==> src/rtl/des_key_schedule.sv <==
// Iterative DES round-key generator.
// A 64-bit key is reduced by PC-1 into the 28-bit C and D halves at start.
// Each advance rotates both halves once more, and PC-2 of the current halves
// is presented to the round engine. Encrypt order rotates left (K1..K16) and
// decrypt order rotates right (K16..K1), so the 16 keys are never stored.
// Handshake: round_key_valid_dout is high for as long as a key is presented.
// The engine pulses advance_din for one cycle per key it consumes. The next
// key appears on the following cycle, so one key per cycle is possible.
// Bit 0 of every ascending-range vector is the FIPS bit 1 (the MSB).
module des_key_schedule (
  input  logic        clk,
  input  logic        reset,
  input  logic [0:63] key_din,
  input  logic        start_strobe_din,
  input  logic        decrypt_din,
  input  logic        advance_din,
  output logic [0:47] round_key_dout,
  output logic        round_key_valid_dout,
  output logic [3:0]  round_index_dout,
  output logic        busy_dout,
  output logic        done_dout
);

  typedef enum logic {s_idle, s_active} state_t;

  // FIPS 46-3 permuted choice 1, entries are 1-based key bit numbers.
  localparam logic [6:0] pc1_tab [0:55] = '{
    7'd57, 7'd49, 7'd41, 7'd33, 7'd25, 7'd17, 7'd9,  7'd1,
    7'd58, 7'd50, 7'd42, 7'd34, 7'd26, 7'd18, 7'd10, 7'd2,
    7'd59, 7'd51, 7'd43, 7'd35, 7'd27, 7'd19, 7'd11, 7'd3,
    7'd60, 7'd52, 7'd44, 7'd36,
    7'd63, 7'd55, 7'd47, 7'd39, 7'd31, 7'd23, 7'd15, 7'd7,
    7'd62, 7'd54, 7'd46, 7'd38, 7'd30, 7'd22, 7'd14, 7'd6,
    7'd61, 7'd53, 7'd45, 7'd37, 7'd29, 7'd21, 7'd13, 7'd5,
    7'd28, 7'd20, 7'd12, 7'd4
  };

  // FIPS 46-3 permuted choice 2, entries are 1-based C||D bit numbers.
  localparam logic [5:0] pc2_tab [0:47] = '{
    6'd14, 6'd17, 6'd11, 6'd24, 6'd1,  6'd5,  6'd3,  6'd28,
    6'd15, 6'd6,  6'd21, 6'd10, 6'd23, 6'd19, 6'd12, 6'd4,
    6'd26, 6'd8,  6'd16, 6'd7,  6'd27, 6'd20, 6'd13, 6'd2,
    6'd41, 6'd52, 6'd31, 6'd37, 6'd47, 6'd55, 6'd30, 6'd40,
    6'd51, 6'd45, 6'd33, 6'd48, 6'd44, 6'd49, 6'd39, 6'd56,
    6'd34, 6'd53, 6'd46, 6'd42, 6'd50, 6'd36, 6'd29, 6'd32
  };

  state_t      state;
  logic [0:27] c_reg;
  logic [0:27] d_reg;
  logic [4:0]  count;
  logic        mode;
  logic        done_reg;

  logic [0:55] pc1_out;
  logic [0:55] cd;
  logic [0:47] pc2_out;
  logic [4:0]  next_count;
  logic        shift_two;
  logic [4:0]  index_full;
  logic        active;
  logic        unused_bits;

  // Rotations toward bit 0 (left) or away from it (right), by 1 or 2 places.
  function automatic logic [0:27] rotl(input logic [0:27] v, input logic two);
    return two ? {v[2:27], v[0:1]} : {v[1:27], v[0]};
  endfunction

  function automatic logic [0:27] rotr(input logic [0:27] v, input logic two);
    return two ? {v[26:27], v[0:25]} : {v[27], v[0:26]};
  endfunction

  // PC-1 of the incoming key; the parity bits are never selected.
  always_comb begin
    pc1_out = '0;
    for (int j = 0; j < 56; j++) begin
      pc1_out[j] = key_din[6'(pc1_tab[j] - 7'd1)];
    end
  end

  // PC-2 of the current halves, from registers only.
  always_comb begin
    cd      = {c_reg, d_reg};
    pc2_out = '0;
    for (int j = 0; j < 48; j++) begin
      pc2_out[j] = cd[pc2_tab[j] - 6'd1];
    end
  end

  // Steps 2, 9 and 16 move by one place in both directions, because the
  // decrypt table shift[18-n] hits the single-shift rounds at the same steps.
  always_comb begin
    next_count = count + 5'd1;
    shift_two  = !(next_count == 5'd2 || next_count == 5'd9 ||
                   next_count == 5'd16);
  end

  // Schedule state machine: load on start, rotate on each advance.
  always_ff @(posedge clk or posedge reset) begin
    if (reset) begin
      state    <= s_idle;
      c_reg    <= '0;
      d_reg    <= '0;
      count    <= '0;
      mode     <= 1'b0;
      done_reg <= 1'b0;
    end else begin
      done_reg <= 1'b0;
      case (state)
        s_idle: begin
          if (start_strobe_din) begin
            // Decrypt starts from C16D16, which equals C0D0.
            c_reg <= decrypt_din ? pc1_out[0:27]  : rotl(pc1_out[0:27], 1'b0);
            d_reg <= decrypt_din ? pc1_out[28:55] : rotl(pc1_out[28:55], 1'b0);
            mode  <= decrypt_din;
            count <= 5'd1;
            state <= s_active;
          end
        end
        s_active: begin
          if (advance_din) begin
            if (count == 5'd16) begin
              count    <= '0;
              done_reg <= 1'b1;
              state    <= s_idle;
            end else begin
              count <= next_count;
              c_reg <= mode ? rotr(c_reg, shift_two) : rotl(c_reg, shift_two);
              d_reg <= mode ? rotr(d_reg, shift_two) : rotl(d_reg, shift_two);
            end
          end
        end
        default: state <= s_idle;
      endcase
    end
  end

  // Round 16 wraps to 0 on the 4-bit index; valid tells it apart from idle.
  assign active               = (state == s_active);
  assign index_full           = mode ? (5'd17 - count) : count;
  assign round_key_dout       = active ? pc2_out : '0;
  assign round_key_valid_dout = active;
  assign busy_dout            = active;
  assign round_index_dout     = active ? index_full[3:0] : 4'd0;
  assign done_dout            = done_reg;

  assign unused_bits = ^{key_din[7], key_din[15], key_din[23], key_din[31],
                         key_din[39], key_din[47], key_din[55], key_din[63],
                         index_full[4]};

endmodule
==> config.mk <==
export PLATFORM = sky130hd
export DESIGN_NAME = des_key_schedule
export DESIGN_NICKNAME = d
export VERILOG_FILES = /design/src/rtl/des_key_schedule.sv
export SDC_FILE = /design/constraint.sdc
export NUM_CORES = 1
export LEC_CHECK = 0
export ABC_AREA = 1
export BUFFER_PORTS_ARGS = -buffer_cell sky130_fd_sc_hd__clkbuf_2
export CAP_MARGIN = 20
export CORE_ASPECT_RATIO = 0.9
export CORE_MARGIN = 2
export CORE_UTILIZATION = 50
export DETAILED_ROUTE_END_ITERATION = 6
export PLACE_DENSITY_LB_ADDON = 0.08
export SYNTH_ARGS = -nofsm -noshare
export SYNTH_HDL_FRONTEND = slang
export SYNTH_SLANG_ARGS = --single-unit
==> constraint.sdc <==
create_clock -name clk -period 2.2 [get_ports clk]
set_clock_uncertainty 0.15 [all_clocks]
set_input_delay 0.44 -clock clk [delete_from_list [all_inputs] [get_ports clk]]
set_output_delay 0.44 -clock clk [all_outputs]
set_load 0.01 [all_outputs]
Word-level counts from Yosys, hierarchy flattened
Index checks and enable logic that the tools add are counted.

Flip-flop bits (word level): 64. Logic and storage cells: 51. Output and inout port bits: 55. Input bits: 69.

Eq/ne operators: 7. Reduce and logical (&&, ||, !) cells: 5. Multiplexer cells: 30. Add/sub/neg operators: 2. Bitwise logic cells: 1.

Operators by type and width (count): two-way mux 28 bit (14); one-hot mux 28 bit (2 select lines) (2); two-way mux 48 bit (1); two-way mux 5 bit (3); == test 5 bit (second input constant) (2); one-hot mux 5 bit (2 select lines) (1); two-way mux 4 bit (2); two-way mux 1 bit (6); inequality test 2 bit (second input constant) (3); adder 5 x 1 -> 5 bit (second input constant) (1); == test 5 x 2 -> 1 bit (second input constant) (1); == test 5 x 4 -> 1 bit (second input constant) (1); AND reduction 2 bit (2); subtractor 1 x 4 -> 4 bit (first input constant) (1); AND reduction 3 bit (1); logical OR 1 bit (2); one-hot mux 1 bit (2 select lines) (1); NOT 1 bit (1).

Depth between registers and ports, before layout
Gate-level depths: netlist of the first run.

Depth in word-level cells: 9. Depth in mapped cells: 13. Depth with buffers taken out: 11.

Worst setup path after synthesis of the first run
OpenSTA, ideal clock, no wires.

Path type: register to register. Start: reg count[0]. End: reg c_reg[10] (netlist bit). Cell stages (with the launch flop): 13. Arrival time: 1.704 ns. Setup time: 0.077 ns. Slack: 0.269 ns. Clock period less this slack: 1.931 ns. Data required time: 1.973 ns. Cell sequence: dfrtp_1 ha_1 nand3_1 nand2_1 nand3_1 nand2_1 inv_2 buf_6 buf_2 nand4_1 nand3_1 nand3_1 a21oi_1.

Longest elaborated chain between the ends: 9. Elaborated cells between the ends (all ways): 15. Classes of those cells: 1 x add/sub; 5 x eq/ne; 6 x mux; 3 x reduce/logical.

RTL lines: start: declaration (line 51) `logic [4:0] count;`; start signal: assignment (line 127) `count <= next_count;`; adder 5 x 1 -> 5 bit (line 93) `next_count = count + 5'd1;`; == test 5 x 2 -> 1 bit or == test 5 x 4 -> 1 bit (tied branches) (line 94) `shift_two = !(next_count == 5'd2 || next_count == 5'd9 ||`; logical OR 1 bit (2 in series) (line 94); two-way mux 28 bit, on equally long branches (line 66, 70); two-way mux 28 bit (line 128) `c_reg <= mode ? rotr(c_reg, shift_two) : rotl(c_reg, shift_two);`; two-way mux 28 bit (line 122) `if (count == 5'd16) begin`; two-way mux 28 bit (line 121) `if (advance_din) begin`; one-hot mux 28 bit (2 select lines) (line 109) `case (state)`; end signal: assignment (line 113) `c_reg <= decrypt_din ? pc1_out[0:27] : rotl(pc1_out[0:27], 1'b0);`; end signal: assignment (line 128); end: declaration (line 49) `logic [0:27] c_reg;`.

Parallel ways exist; a longest one is shown, timed or not. The select of a mux whose other input is x is not followed. A chain may end at the register's enable or synchronous reset.

Final worst setup path of the first run
Start: reg count[1]. End: reg d_reg[5] (netlist bit).

Longest elaborated chain between the ends: 9. Elaborated cells between the ends (all ways): 15. Classes of those cells: 1 x add/sub; 5 x eq/ne; 6 x mux; 3 x reduce/logical.

RTL lines: adder 5 x 1 -> 5 bit (line 93); == test 5 x 2 -> 1 bit or == test 5 x 4 -> 1 bit (tied branches) (line 94); logical OR 1 bit (2 in series) (line 94); two-way mux 28 bit, on equally long branches (line 66, 70); two-way mux 28 bit (line 129) `d_reg <= mode ? rotr(d_reg, shift_two) : rotl(d_reg, shift_two);`; two-way mux 28 bit (line 122); two-way mux 28 bit (line 121); one-hot mux 28 bit (2 select lines) (line 109); end signal: assignment (line 114) `d_reg <= decrypt_din ? pc1_out[28:55] : rotl(pc1_out[28:55], 1'b0);`; end signal: assignment (line 129); end: declaration (line 50) `logic [0:27] d_reg;`.

Parallel ways exist; a longest one is shown, timed or not. The select of a mux whose other input is x is not followed.

==> results of run 1 <==
-- placed cells by master (no fill, tap or decap), types with 2 or more instances in the layout --
master	netlist	routed
nand2_2	1	26
nand3_4	0	2
clkbuf_2	0	114
inv_1	63	57
nand2_1	120	94
nand3_2	2	13
clkbuf_8	0	2
buf_6	11	4
buf_4	7	19
clkbuf_1	33	2
buf_12	0	9
o22ai_1	4	4
a21oi_2	0	3
o21ai_0	61	61
ha_1	7	5
nand4_1	59	59
clkbuf_16	0	14
a21oi_1	59	56
nor2_1	226	226
dfrtp_1	64	62
clkinv_2	0	2
inv_2	1	5
clkinv_1	1	2
nand3_1	172	159
-- final timing paths --
check	startpoint	end	slack [ns]	cells past startpoint
max in group asynchronous	reset	c_reg[27]	0.96	4
min in group asynchronous	reset	d_reg[17]	0.37	3
worst max register to register	count[1]	d_reg[5]	0.00001	12
worst min register to register	d_reg[25]	d_reg[25]	0.40	2
worst max-delay path	count[1]	d_reg[5]	0.00001	12
worst min-delay path	start_strobe_din	busy_dout	0.22	3
-- power breakdown --
part	switching [uW]	internal, uW	leakage [uW]
sequential	618	1770	0.000701
clock	537	936	0.000150
combinational	5930	3820	0.00280
total	7090	6520	0.00365
-- cell families (layout without fill, tap and decap cells) --
kind of cell,count (synthesis),in the layout,synth area share
DFF,64,64,0.2876
AOI/OAI and AO/OA,125,125,0.1137
adders and majority gates,7,7,0.01573
and+or+nand+nor,580,580,0.4588
buffers and inverters,144,235,0.1227
xor gates and xnor gates,1,1,0.001573
-- what timing repair did --
action                                  CTS  global route
pin swaps                                 0            26
cloned                                    1             7
setup buffers                             0             5
hold buffers                              1             0
endpoints found under the setup margin    4            58
resized for setup                         4            60
endpoints found under the hold margin     4             0
-- critical path, cell delays in order, from the launching register on --
cell and delay, ns:
dfrtp_2 0.47, ha_2 0.21, nand2_1 0.06, nand2_1 0.06, nand2_2 0.11, inv_2 0.05, nand2_4 0.08, nand3_4 0.23
buf_12 0.24, nand2_1 0.11, nand3_1 0.10, nand3_1 0.14, a21oi_2 0.07
-- cell type report --
class | instances | area share
Clock buffer | 13 | 0.03762
Clock inverter | 3 | 0.005788
Inverter | 65 | 0.03563
Multi-Input combinational cell | 713 | 0.5014
Sequential cell | 64 | 0.2322
Tap cell | 152 | 0.02749
Timing Repair Buffer | 154 | 0.1599
-- per-stage QoR --
| stage | std cells | setup TNS [ns] | total power [uW] |
|---|---|---|---|
| finish | 1164 | 0 | 13610 |
| global route | 1164 | -2.728 | 14670 |
| CTS | 1152 | 0 | 11990 |
| detailed placement | 1134 | 0 | 10280 |
| global placement | 1134 | 0 | 10210 |
| floorplan | 921 | 0 | 8508 |
-- routing by layer --
| layer | global-route usage | vias up |
|---|---|---|
| li1 | - | 3250 |
| met1 | 0.4191 | 3065 |
| met2 | 0.4092 | 385 |
| met3 | 0.05012 | 43 |
| met4 | 0.05594 | 0 |
| met5 | 0 | - |
==> results.cfg, run 1 <==
[sta]
hold_viol_final = 0
worstMarginPinSlew_ns = 0.6532
max_freq_mhz = 454.5
finalMaxSlewViolations = 0
min_period_ns = 2.200
hold_ws_ns = 0.2237
rsz0062_at_grt = true
slew_headroom = 0.5645
setup_viol = 0
finalCritPeriodShare = 1.000
worst_slack_ns = 0.000009770

[place]
io_buffers = 115
dp_slack_ns = 0.01159
gp_congestion = 0.8574
placedInstanceArea_sq_um = 6177
hpwl_microns = 10720

[setup_path]
critPathLaunchType = register
worstPathArrival_ns = 2.26
cp.required_ns = 2.26
crit_path_max_fanout = 8
cp-end-kind = register
critPathKind = reg2reg

[hold_path]
hold_class = in2reg

[floorplanning]
die_h_microns = 104.1
ioPinCount = 124
start_util = 0.5130
coreArea_sq_um = 10860
die-area_sq_um = 12000
die_w_microns = 115.2
num_rows = 36

[power]
power_per_cell_area_nw_per_um2 = 1967
p_leak_uw = 0.003647
ir_worst_vdd_v = 0.0009034

[synthesis]
synth.avg_cell_area_sq_um = 6.047
yosys-top-cells-count = nor2_1 (226), nand3_1 (172), nand2_1 (120)
synth_top_area_frac = 0.2876
synth_seq_area_share = 0.2876
synth-main-ff-cell = dfrtp_1
synth.most_common_cell = nor2_1
yosysWarnings = 0
ys_types = 21
synth_area_leader_cell = dfrtp_1
ys_ff_latch = 64
synth_edf_count = 0
syn_nets = 997
syn_inst = 921
synthTopCellsByArea = dfrtp_1 (29%), nand3_1 (15%), nor2_1 (15%), nand2_1 (8.1%), nand4_1 (6.6%)
ys_async_sr_fraction = 1.000
netlist_area_sq_um = 5569

[route]
final_antenna_net_count = 0
route.top_layer_used = met4
vias = 6743
viasPerCell = 5.793
wl_met3_microns = 1708
drc_errors = 0
wl_microns = 17980
wl_met2_microns = 7746
detail_route.wl_per_cell_microns = 15.44
wl_met1_microns = 8145
drt_first_iter_violations = 843
drtPass1Iterations = 7

[clocking]
root_buffer = clkbuf_16
h-tree-depth = 3
clk_pin_slew_ns = 0.05
clk_path_buf_depth = 2
insertion_delay_ns = 0.33
cts_tree = built
cts_buffers = 9
cts_sinks = 64

[final_layout]
multi_input_area_sq_um = 3468
fillers = 1086
design_area_sq_um = 6918
seqCellArea_sq_um = 1607
final_nets = 1083
utilization = 0.6373
drive_gt1_frac = 0.2204
area_delta_synth_final_pct = 24.22
n_antenna_cell = 0

[global_routing]
grt_max_degree = 58
grt_pass1_vias = 5740
grtUsageTotal = 0.2761
overflow = 0
antenna_found_initial = 0
grt_pass1_wl_microns = 27640

[outcome]
status = finished clean

[job]
cap_violations = 0
Note: power is estimated with default switching activity, not from simulation.
==> run 2: changes to the inputs <==
--- a/config.mk
+++ b/config.mk
@@ -12,7 +12,7 @@
 export CORE_MARGIN = 2
 export CORE_UTILIZATION = 50
 export DETAILED_ROUTE_END_ITERATION = 6
-export PLACE_DENSITY_LB_ADDON = 0.08
+export PLACE_DENSITY = 0.79
 export SYNTH_ARGS = -nofsm -noshare
 export SYNTH_HDL_FRONTEND = slang
 export SYNTH_SLANG_ARGS = --single-unit
==> run 2 against run 1 <==
  * Non-clock buffer count increased by 5
  * Worst hold slack got worse by 0.21 ns
  * Final cell count increased by 0.43%
  * Sequential cell count unchanged
  * Global-route usage increased by 0.53 points
  * Sequential power increased by 5%
  * Core utilization increased by 3.5 points
  * First-iteration DRC count increased by 17%
  * Wire length increased by 5.9%
  * The flow now finishes with violations (design-rule violations, negative setup slack)
  * Largest power group unchanged
  * Die area unchanged
  * Clock power increased by 12%
==> results.cfg, run 2 (synthesis gave the netlist of run 1 again) <==
[place]
io_buffers = 115
hpwl_microns = 10890
gp_congestion = 0.9008
placedInstanceArea_sq_um = 6212

[final_layout]
area_delta_synth_final_pct = 31.05
fillers = 930
design_area_sq_um = 7298
drive_gt1_frac = 0.2911
n_antenna_cell = 0
final_common_cell = nor2_1
mostFrequentLayoutCells = nor2_1 (226), nand3_1 (128), clkbuf_2 (114)
final_nets = 1088

[route]
viasPerCell = 6.014
final_antenna_net_count = 0
vias = 7030
wl_microns = 19040
drtPass1Iterations = 7
drc_errors = 1
drt_first_iter_violations = 989
detail_route.wl_per_cell_microns = 16.29

[clocking]
h-tree-depth = 3
cts_buffers = 9
clk_pin_slew_ns = 0.06
hold_buffers = 0
cts_sinks = 64
clk_path_buf_depth = 2
insertion_delay_ns = 0.34
cts_tree = built
root_buffer = clkbuf_16

[setup_path]
critPathKind = reg2reg
crit_path_max_fanout = 8
r2r_start = count[1]
critPathLaunch = count[1]
critPathLaunchType = register
cp.required_ns = 2.27
crit_top_cell = nand2_2
max_stage_delay_ns = 0.46
cp-end-kind = register
cp_cell_sequence = ha_4, nand3_2, nand2_2, nand2_2, nand3_4, nand3_4, clkbuf_16, nand2_2, nand3_2, nand3_1, a21oi_2
slowest_stage = dfrtp_2
worstPathArrival_ns = 2.29

[sta]
slew_headroom = 0.5120
hold_viol_final = 0
hold_ws_ns = 0.01493
finalMaxSlewViolations = 0
worst_slack_ns = -0.01731
setup_tns_ns = -0.04459
setup_viol = 4
min_period_ns = 2.217
finalCritPeriodShare = 1.008
rsz0062_at_grt = true
max_freq_mhz = 451.0
worstMarginPinSlew_ns = 0.7320

[global_routing]
grt_pass1_wl_microns = 28100
grt_pass1_vias = 5914
grtUsageTotal = 0.2814
overflow = 0
grt_max_degree = 65
antenna_found_initial = 0

[floorplanning]
die_h_microns = 104.1
ioPinCount = 124
die_w_microns = 115.2
die-area_sq_um = 12000
num_rows = 36
start_util = 0.5130
coreArea_sq_um = 10860

[job]
cap_violations = 0

[hold_path]
hold_class = in2async

[power]
power_per_cell_area_nw_per_um2 = 2008
p_leak_uw = 0.003792
ir_worst_vdd_v = 0.0008017

[outcome]
status = finished, violations left
failed_checks = design-rule violations, negative setup slack
[run 2: changes by cell type in the layout (fill, tap and decap cells not counted), moves of 4 or more]
cell	change
a21oi_2	+8
nand3_1	-31
nand2_2	+20
nand3_2	+31
buf_4	+4
a21oi_1	-8
nand2_1	-26
nand2_4	+6
[run 2: critical path, delay by kind of cell, from the launching register on]
family                     cells  cell delay (ns)
AOI/OAI and AO/OA              1             0.06
adders and majority gates      1             0.20
buffers and inverters          1             0.25
DFF                            1             0.46
and+or+nand+nor                8             0.96
[run 2: report_power, final]
| group | switching (uW) | internal, uW |
|---|---|---|
| sequential | 741 | 1770 |
| clock | 565 | 1090 |
| combinational | 6330 | 4170 |
| total | 7630 | 7020 |
[run 2: path summary, 6_finish.rpt]
check                            end  slack [ns]  cells past startpoint
max reg2reg                 c_reg[0]       -0.02                     11
min in group clk           busy_dout        0.20                      3
min                         count[1]        0.01                      2
min reg2reg                 d_reg[9]        0.44                      2
max in group asynchronous  c_reg[11]        1.26                      3
max                         c_reg[0]       -0.02                     11
[run 2: repair_timing]
| item | CTS | global route |
|---|---|---|
| setup buffers | 2 | 7 |
| resized for setup | 0 | 140 |
| hold endpoints to repair | 0 | 0 |
| gates cloned | 0 | 7 |
| endpoints found under the setup margin | 2 | 58 |
| pin swaps | 0 | 53 |
[run 2: per-layer routing]
metal / up-vias / GRT usage / wire length, microns
met2: 498 / 0.4017 / 8374
met5: - / 0 / 0
li1: 3257 / - / -
met4: 0 / 0.1007 / 605
met3: 69 / 0.04953 / 2136
met1: 3206 / 0.4230 / 7922
[run 2: through the flow]
stage,setup slack [ns],utilization,total power [uW],std cells
global placement,0.1054,0.5723,10250,1137
global route,-0.1470,0.6723,15690,1169
detailed placement,0.04583,0.5723,10410,1137
finish,-0.01731,0.6723,14650,1169
CTS,0.01582,0.6051,12120,1155
floorplan,0.01190,-,8508,921
[run 2: final cells by class]
class                           instances  area (sq um)  share of cell area
Clock buffer                           12         266.5             0.03652
Clock inverter                          4         75.07             0.01029
Inverter                               65         246.5             0.03377
Multi-Input combinational cell        713          3759              0.5150
Sequential cell                        64          1608              0.2203
Tap cell                              152         190.2             0.02606
Timing Repair Buffer                  159          1154              0.1581
==> run 3: changes to the inputs <==
--- a/config.mk
+++ b/config.mk
@@ -5,14 +5,13 @@
 export SDC_FILE = /design/constraint.sdc
 export NUM_CORES = 1
 export LEC_CHECK = 0
-export ABC_AREA = 1
 export BUFFER_PORTS_ARGS = -buffer_cell sky130_fd_sc_hd__clkbuf_2
 export CAP_MARGIN = 20
 export CORE_ASPECT_RATIO = 0.9
 export CORE_MARGIN = 2
-export CORE_UTILIZATION = 50
+export CORE_UTILIZATION = 51
 export DETAILED_ROUTE_END_ITERATION = 6
-export PLACE_DENSITY = 0.79
+export PLACE_DENSITY = 0.8
 export SYNTH_ARGS = -nofsm -noshare
 export SYNTH_HDL_FRONTEND = slang
 export SYNTH_SLANG_ARGS = --single-unit
==> run 3 against run 2 <==
  * The run ends with negative hold slack, negative setup slack left
  * First-iteration DRC count is 11% higher
  * Synthesized cell count is 17% lower
  * Global-route usage is 0.14 points higher
  * Cell area is 14% higher
  * Worst hold slack worse by 0.017 ns
  * Final cell count is 12% lower
  * Setup slack worse by 0.26 ns
  * Die area is 9.0% higher
==> results.cfg, run 3 <==
[sta]
slew_headroom = 0.6733
finalMaxSlewViolations = 0
worstMarginPinSlew_ns = 0.4901
hold_viol_final = 2
setup_viol = 57
hold_ws_ns = -0.001842
max_freq_mhz = 403.8
worst_slack_ns = -0.2765
rsz0062_at_grt = true
finalCritPeriodShare = 1.126
min_period_ns = 2.476

[final_layout]
area_delta_synth_final_pct = 33.94
final_nets = 939
fillers = 815
mostFrequentLayoutCells = mux2i_1 (113), clkbuf_2 (113), o21ai_1 (107)
utilization = 0.6943
drive_gt1_frac = 0.4090

[clocking]
h-tree-depth = 3
clk_pin_slew_ns = 0.06
root_buffer = clkbuf_16
cts_tree = built
clk_path_buf_depth = 2
cts_sinks = 64
cts_buffers = 9
insertion_delay_ns = 0.35
hold_buffers = 0

[synthesis]
synth_area_leader_cell = dfrtp_1
yosys.area_share.xor_xnor = 0.005641
ys_ff_latch = 64
syn_nets = 838
synth_top_area_frac = 0.2579
synthMuxAreaShare = 0.2836
synth-main-ff-cell = dfrtp_1
yosysWarnings = 0
synth_compound_area_frac = 0.2065
ys_types = 35
synth_seq_area_share = 0.2579
ys_async_sr_fraction = 1.000
synth.avg_cell_area_sq_um = 8.151
netlist_area_sq_um = 6211
yosys-top-cells-count = mux2i_1 (113), o21ai_1 (97), o21ai_0 (75)
synth.most_common_cell = mux2i_1
synthSimpleGateAreaFrac = 0.1646
synthAdderAreaFrac = 0.01410
synth_top_family_by_area = multiplexers
syn_inst = 762
synthTopCellsByArea = dfrtp_1 (26%), mux2i_1 (18%), mux2_2 (10%), o21ai_1 (7.8%), o21ai_0 (6.0%)
synth_edf_count = 0

[route]
detail_route.wl_per_cell_microns = 21.93
viasPerCell = 6.955
drc_errors = 0
drtPass1Iterations = 7
final_antenna_net_count = 0
wl_microns = 22570
drt_first_iter_violations = 1098
vias = 7157

[outcome]
failed_checks = negative hold slack, negative setup slack
status = finished, violations left

[setup_path]
critPathLaunchType = register
critPathKind = reg2reg
crit_top_cell = o21ai_1
max_stage_delay_ns = 0.64
r2r_setup_slack_ns = -0.28
r2r_start = count[1]
crit_path_max_fanout = 7
worstPathArrival_ns = 2.58
reg2reg_to = d_reg[2]
cp.required_ns = 2.31
slowest_stage = or4b_4
cp_cell_sequence = ha_4, and3b_2, or4b_4, buf_12, o21ai_2, o21ai_1, o21ai_1
r2r_cells = 7
cp-end-kind = register

[power]
ir_worst_vdd_v = 0.0009117
p_leak_uw = 0.003535
power_per_cell_area_nw_per_um2 = 1716
totalPowerFinal_uw = 14280

[place]
hpwl_microns = 11450
gp_congestion = 0.8436
io_buffers = 115
dp_slack_ns = -0.1684

[global_routing]
grt_pass1_wl_microns = 30200
grt_pass1_vias = 5942
overflow = 0
antenna_found_initial = 1
grtUsageTotal = 0.2828
grt_max_degree = 79

[floorplanning]
die-area_sq_um = 13080
start_util = 0.5184
coreArea_sq_um = 11980
die_w_microns = 120.3
die_h_microns = 108.7
num_rows = 38
ioPinCount = 124

[job]
cap_violations = 0

[hold_path]
hold_class = in2async
run 3: cell type report:
cell class / count / area [sq um] / area share
Clock buffer: 14 / 274.0 / 0.03294
Inverter: 4 / 22.52 / 0.002707
Clock inverter: 2 / 60.06 / 0.007219
Tap cell: 160 / 200.2 / 0.02406
Multi-Input combinational cell: 606 / 4756 / 0.5717
Sequential cell: 64 / 1608 / 0.1933
Antenna cell: 1 / 2.502 / 0.0003008
Timing Repair Buffer: 178 / 1396 / 0.1678
run 3: metal layers:
metal / vias up / routed length, microns / GRT usage
li1: 3050 / - / -
met1: 3362 / 8679 / 0.3931
met5: - / 0 / 0
met3: 148 / 2321 / 0.05387
met2: 597 / 10380 / 0.4367
met4: 0 / 1187 / 0.1121
run 3: worst max-delay path by stage:
stage,start,endpoint,slack (ns),cells after the start
final,count[1],d_reg[2],-0.28,7
after global placement,count[1],c_reg[0],-0.04,7
after detailed placement,count[1],c_reg[13],-0.17,7
after global routing,count[2],d_reg[2],-0.30,9
after floorplan,reset,busy_dout,0.01,1
after CTS,count[1],d_reg[10],-0.02,7
run 3: what timing repair did:
item / in CTS / in global routing
resized for setup: 33 / 159
hold endpoints to repair: 0 / 0
gates cloned: 1 / 9
endpoints found under the setup margin: 58 / 96
pin swaps: 3 / 42
buffers inserted: 4 / 6
run 3: cell families after synthesis:
kind of cell / after synthesis
compound gates: 238
simple gates: 187
mux: 169
buf+inv: 93
flops: 64
fa+ha+maj: 7
xor+xnor: 4
run 3: report_power, final:
part	total [uW]	internal, uW	leakage [uW]	switching (uW)
Clock	1650	1090	0.000163	558
Sequential	2810	1750	0.000790	1050
Combinational	9820	4440	0.00258	5380
Total	14300	7280	0.00353	7000
run 3: stage by stage:
| stage | cell area, sq um | TNS, ns | hold slack (ns) | std cells |
|---|---|---|---|---|
| 6_report | 8319 | -4.967 | -0.001842 | 1029 |
| 5_1_grt | 8319 | -8.027 | 0.05671 | 1029 |
| 4_1_cts | 7667 | -0.07216 | 0.02454 | 1013 |
| 3_5_place_dp | 7169 | -4.205 | 0.3836 | 992 |
| 3_3_place_gp | 7169 | -0.6786 | 0.3833 | 992 |
| 2_1_floorplan | 6211 | 0 | 0.3405 | 762 |
run 3: critical path, delay by kind of cell (launching register included):
| family | cells | cell delay [ns] |
|---|---|---|
| AO/OA/AOI/OAI | 3 | 0.53 |
| AND/OR/NAND/NOR | 2 | 0.87 |
| adder cells (fa/ha/maj) | 1 | 0.19 |
| flip-flops | 1 | 0.46 |
| buffers and inverters | 1 | 0.19 |
